<file path="src/rtl/mux_arb_reg.sv">
// Registered N:1 channel mux with fixed-select or round-robin arbitration.
// One-word output register with valid/ready handshakes on both sides.
module mux_arb_reg #(
    parameter int unsigned WIDTH  = 32,
    parameter int unsigned NUM_IN = 8,
    parameter int unsigned SEL_W  = 3
) (
    input  logic                    clk,
    input  logic                    reset_n,
    input  logic [NUM_IN*WIDTH-1:0] in_data,
    input  logic [NUM_IN-1:0]       in_valid,
    output logic [NUM_IN-1:0]       in_ready,
    input  logic                    mode,
    input  logic [SEL_W-1:0]        sel,
    output logic [WIDTH-1:0]        out_data,
    output logic                    out_valid,
    input  logic                    out_ready,
    output logic [SEL_W-1:0]        out_src
);

    logic [SEL_W-1:0] rr_ptr;
    logic [SEL_W-1:0] grant_idx;
    logic             grant_vld;
    logic [WIDTH-1:0] grant_data;
    logic             load_en;

    assign load_en = !out_valid || out_ready;

    // Grant select; descending scan so the channel closest after rr_ptr wins.
    always_comb begin
        grant_vld = 1'b0;
        grant_idx = '0;
        if (!mode) begin
            grant_vld = in_valid[sel];
            grant_idx = sel;
        end else begin
            for (int k = NUM_IN; k >= 1; k--) begin
                if (in_valid[rr_ptr + SEL_W'(k)]) begin
                    grant_vld = 1'b1;
                    grant_idx = rr_ptr + SEL_W'(k);
                end
            end
        end
    end

    always_comb begin
        grant_data = '0;
        for (int i = 0; i < NUM_IN; i++) begin
            if (grant_idx == SEL_W'(i)) begin
                grant_data = in_data[i*WIDTH +: WIDTH];
            end
        end
    end

    // Ready is forced low during reset so nothing is consumed while held.
    always_comb begin
        in_ready = '0;
        if (reset_n && load_en && grant_vld) begin
            in_ready[grant_idx] = 1'b1;
        end
    end

    always_ff @(posedge clk or negedge reset_n) begin
        if (!reset_n) begin
            out_valid <= 1'b0;
            out_data  <= '0;
            out_src   <= '0;
            rr_ptr    <= SEL_W'(NUM_IN - 1);
        end else if (load_en) begin
            out_valid <= grant_vld;
            if (grant_vld) begin
                out_data <= grant_data;
                out_src  <= grant_idx;
                rr_ptr   <= grant_idx;
            end
        end
    end

endmodule

</file>
<file path="config.mk">
export PLATFORM = sky130hd
export DESIGN_NAME = mux_arb_reg
export DESIGN_NICKNAME = d
export VERILOG_FILES = /design/src/rtl/mux_arb_reg.sv
export SDC_FILE = /design/constraint.sdc
export NUM_CORES = 1
export LEC_CHECK = 0
export ABC_AREA = 1
export CAP_MARGIN = 10
export CORE_ASPECT_RATIO = 1.25
export CORE_MARGIN = 2
export CORE_UTILIZATION = 24
export DETAILED_ROUTE_END_ITERATION = 8
export SLEW_MARGIN = 10
export SYNTH_ARGS = -nofsm -noshare
export SYNTH_HDL_FRONTEND = slang
export SYNTH_SLANG_ARGS = --single-unit
</file>
<file path="constraint.sdc">
create_clock -name clk -period 6.95 [get_ports clk]
set_clock_uncertainty 0.2 [all_clocks]
set_input_delay 1.7375 -clock clk [delete_from_list [all_inputs] [get_ports clk]]
set_output_delay 1.7375 -clock clk [all_outputs]
set_load 0.01 [all_outputs]
</file>
[Word level (Yosys, flattened, before mapping)]
Cells that the tools add are included.
Storage, ports and cells
  register bits: 39
  bits of input ports: 271
  output and inout port bits: 44
  logic and storage cells: 83
Operators by class
  add/subtract/negate cells: 7
  magnitude comparators: 11
  equal/unequal tests: 7
  muxes and demuxes: 47
  reduce and logical (&&, ||, !) cells: 7
Operators by type and width (count)
  two-way mux 32 bit: 8
  < comparator 3 x 4 -> 1 bit, second input constant: 10
  binary-select mux 1 bit (select 3 bit): 9
  two-way mux 3 bit: 9
  two-way mux 1 bit: 19
  adder 3 bit, second input constant: 4
  == test 3 bit, second input constant: 4
  two-way mux 8 bit: 1
  adder 3 x 2 -> 3 bit, second input constant: 2
  == test 3 x 2 -> 1 bit, second input constant: 2
  adder 3 x 1 -> 3 bit, second input constant: 1
  demux 1 bit (select 3 bit): 1
  == test 3 x 1 -> 1 bit, second input constant: 1
  greater-or-equal comparator 3 x 1 -> 1 bit, second input constant: 1
  logical AND 1 bit: 3
  zero test 3 bit: 1
  AND reduction 2 bit: 1
  zero test 1 bit: 1
  logical OR 1 bit: 1

[Depth between registers and ports, before layout]
  word-level depth: 20
  mapped depth: 28
  mapped depth without buffers: 25

[Least setup slack after synthesis]
No wires, ideal clock.
  path type: in2out
  start: input port in_valid[5]
  end: output port in_ready[7]
  data arrival time: 3325 ps
  required time: 5012 ps
  slack: 1687 ps
  stages: 18
  buffers on the path: 1
  cells stage by stage: nand2_1 nand3_2 nand3_1 nand2_1 inv_1 nand2_1 a21oi_1 nor2_1 nor2_2 nand2_2 nand2_8 inv_2 nor2_2 inv_2 nor2_4 inv_2 buf_6 nor2_1
On the way
  cells in the longest elaborated chain, start to end: 16
  elaborated cells between the ends (all ways): 43
  classes of those cells: order compare (2); mux (39); reduce/logical (2)
Ends and longest elaborated chain
  start, declared: line 11  | input logic [NUM_IN-1:0] in_valid,
  binary-select mux 1 bit (select 3 bit): line 38  | if (in_valid[rr_ptr + SEL_W'(k)]) begin
  two-way mux 1 bit (implied by the code): line 38
  two-way mux 3 bit (8 in a row): line 38
  two-way mux 3 bit: line 33  | if (!mode) begin
  < comparator 3 x 4 -> 1 bit (implied by the code) or greater-or-equal comparator 3 x 1 -> 1 bit (tied branches): line 59  | in_ready[grant_idx] = 1'b1;
  logical AND 1 bit (implied by the code): line 59
  two-way mux 1 bit (implied by the code): line 59
  demux 1 bit (select 3 bit): line 59
  two-way mux 8 bit *: line 58  | if (reset_n && load_en && grant_vld) begin
  end, declared: line 12  | output logic [NUM_IN-1:0] in_ready,
Every way passes the cells marked *; elsewhere a longest branch is shown, timed or not. The select of a mux whose other input is x is not followed.

[Final worst setup path]
  start: input port sel[0]
  end: output port in_ready[2]
On the way
  cells in the longest elaborated chain, start to end: 6
  elaborated cells between the ends (all ways): 11
  classes of those cells: order compare (2); mux (7); reduce/logical (2)
Ends and longest elaborated chain
  start, declared: line 14  | input logic [SEL_W-1:0] sel,
  two-way mux 3 bit: line 33
  < comparator 3 x 4 -> 1 bit (implied by the code) or greater-or-equal comparator 3 x 1 -> 1 bit (tied branches): line 59
  logical AND 1 bit (implied by the code): line 59
  two-way mux 1 bit (implied by the code): line 59
  demux 1 bit (select 3 bit): line 59
  two-way mux 8 bit *: line 58
Marked as above.

==> metrics.cfg <==
[status]
status = complete, no violations

[die]
initial_core_util_pct = 24.5
io_pins = 315
core-area_mm2 = 0.0180
die_h_um = 156
die_area_mm2 = 0.0195
die_w_um = 125
rows = 55

[finish]
layout_common_cells = nand2_1, clkdlybuf4s50_1, nor2_1
diodes = 0
drive_above_1_share_pct = 7.62
layout.nets = 1348
fill_cells = 1965
multiInputGateArea_mm2 = 0.00291
seqCellArea_um2 = 980
syn_to_final_growth_pct = 77.6

[power]
power_density_mw_per_mm2 = 424
finalPower_uw = 3320
leakagePower_uw = 0.00354
ir_drop_mv = 0.157

[min_path]
min_to = out_data[25]
min_path_cells = 2
hold_path.class = flip-flop to flip-flop
min_from = out_data[25]

[synthesis]
synth_mux_area_share_pct = 0
synth_compound_area_share_pct = 8.68
ys_warn_count = 0
synth_area_per_cell_um2 = 5.63
synthCells = 783
synth-seq-cells = 39
synth-edff-count = 0
ys_seq_area_share_pct = 22.2
synth.net_count = 1056
synth_top_family_by_area = simple AND/OR/NAND/NOR gates
synth_xor_area_share_pct = 0.397
yosysTopAreaCellShare_pct = 26.6
synthesis.area_mm2 = 0.00441
synthSimpleGateAreaFrac_pct = 55.9
synth-async-reset-ratio_pct = 100
yosys.area.top_type = nand2_1
synthTopCellsByArea = nand2_1, dfrtp_1, nand3_1
ys_types = 36
synth-main-ff-cell = dfrtp_1
synth-adder-area-share_pct = 0.567

[critical_path]
required_ps = 5010
cp_cell_sequence = clkdlybuf4s50_1 -> inv_1 -> nor2_1 -> o311ai_0 -> nand4_1 -> clkinv_1 -> nand2_1 -> nor4_1 -> clkdlybuf4s50_1
crit_fanout = 8
endpoint_kind = output port
worst-r2r-cell-count = 20
cp_num_buf_inv = 4
slowest_delay_ps = 630
reg2reg_from = rr_ptr[0]
regToRegSetupSlack_ps = 2740
cpMostUsedCell = clkdlybuf4s50_1
timing_worst_setup_path_type = primary input to output port
critPathArrivalTime_ps = 4550
cpLargestDelayFamily = buffers and inverters
startpoint_type = primary input
cp_slowest_cell = clkdlybuf4s50_1
reg2reg_to = out_data[30]
path_depth = 9

[route]
drtAntennaViolNets = 0
vias = 5974
drc = 0
vias_per_cell = 4.58
dr.pass1.iters = 5
wl_mm = 21.6
wl_per_cell_um = 16.6
drtIter0Drc = 262

[placement]
dp_hpwl_mm = 16.8
numPortBuffers = 314
finalWeightedCongestion = 0.912

[timing]
finalCriticalPeriod_ps = 6490
tightest_slew_ps = 1110
period_share_pct = 93.3
hold_viol_final = 0
grt_setup_unrepaired = no
maxSlewHeadroom_pct = 25.7
finalSetupViolCount = 0
timing.fmax_mhz = 154
drv_slew = 0
setup-tns-final_ps = 0

[grt]
grt_first_pass_wirelength_mm = 32.0
grtUsageTotal_pct = 21.3
grt_max_degree = 51
antenna_found_initial = 0
grt_overflow = 0
grt_pass1_vias = 5938

[clock_network]
clock_latency_ps = 290
clock-sinks = 39
htreeDepth = 2
hold_buffers = 0
cts_made_buffers = 5
post_cts_resized = 0
cts_root_buf = clkbuf_16
cts_tree = yes
post_cts_buffers = 0
clk_pin_slew_ps = 60
clockBufferDepth = 2

[job]
cap_violations = 0

==> power by group <==
part | leakage [uW] | switching [uW] | internal, uW | total, uW
clock | 0.0000669 | 100 | 133 | 233
sequential | 0.000466 | 80.7 | 354 | 435
combinational | 0.00301 | 1640 | 1010 | 2650
total | 0.00354 | 1820 | 1500 | 3320
==> worst register-to-register path, delay by kind of cell (launching register included) <==
family	cells	cell delay, ps
flip-flops	1	640
buffers and inverters	3	420
adder cells (fa/ha/maj)	1	440
AO/OA/AOI/OAI	1	110
AND/OR/NAND/NOR	15	2360
==> logic make-up (layout without fill, tap and decap cells) <==
logic type,after synthesis,after routing
simple gates,552,552
flops,39,39
buf+inv,121,414
compound gates,67,67
fa+ha+maj,2,2
xor+xnor,2,2
==> final cells by class <==
type	count	share of cell area (%)
clock buffer	6	1.65
clock inverter	2	0.160
tap	228	3.64
timing repair buffer	323	40.9
sequential	39	12.5
inverter	83	4.01
multi-input combinational	623	37.1
==> synth_stat cells (2+ instances only) <==
cell,instances
buf_2,22
o21a_1,12
nor2_1,81
nand3_1,70
buf_6,4
clkbuf_1,7
dfstp_2,3
nand2_4,2
o21ai_1,19
o311ai_0,2
a21oi_1,26
nor2_4,2
buf_4,4
o21ai_0,5
nand4_1,33
inv_2,13
inv_1,69
nor4_1,2
nand3_2,12
nor3_1,6
ha_1,2
nand2_1,313
nor2_2,4
or2_2,12
nand2_2,12
dfrtp_1,36
==> how the worst max path moves through the flow <==
stage | from | endpoint | slack (ps)
final | sel[0] | in_ready[2] | 460
after global routing | in_valid[3] | in_ready[2] | 280
after CTS | sel[0] | in_ready[2] | 520
after detailed placement | sel[0] | in_ready[2] | 530
after global placement | sel[0] | in_ready[2] | 470
after floorplan | in_valid[5] | in_ready[7] | 1690
==> layer usage <==
metal  up-vias  GRT usage [%]  wire (um)
li1       3066              -          -
met1      2674           25.2       8720
met2       203           38.8      11100
met3        31           4.22       1230
met4         0           6.24        539
met5         -              0          0
==> per-stage QoR <==
stage | std cells | util, % | setup slack (ps) | hold slack [ps] | instance area, um2
6_report | 1304 | 43.4 | 462 | 277 | 7830
4_1_cts | 1304 | 43.4 | 523 | 281 | 7830
3_3_place_gp | 1296 | 42.7 | 469 | 261 | 7690
2_1_floorplan | 783 | - | 1690 | 315 | 4410
5_1_grt | 1304 | 43.4 | 281 | 289 | 7830
3_5_place_dp | 1296 | 42.7 | 530 | 264 | 7690
==> flip-flops by register name, summed over array words and instances, names as in the netlist <==
register	cells
out_data	32
out_src	3
out_valid	1
rr_ptr	3
Power figures use the tool's default switching activity.
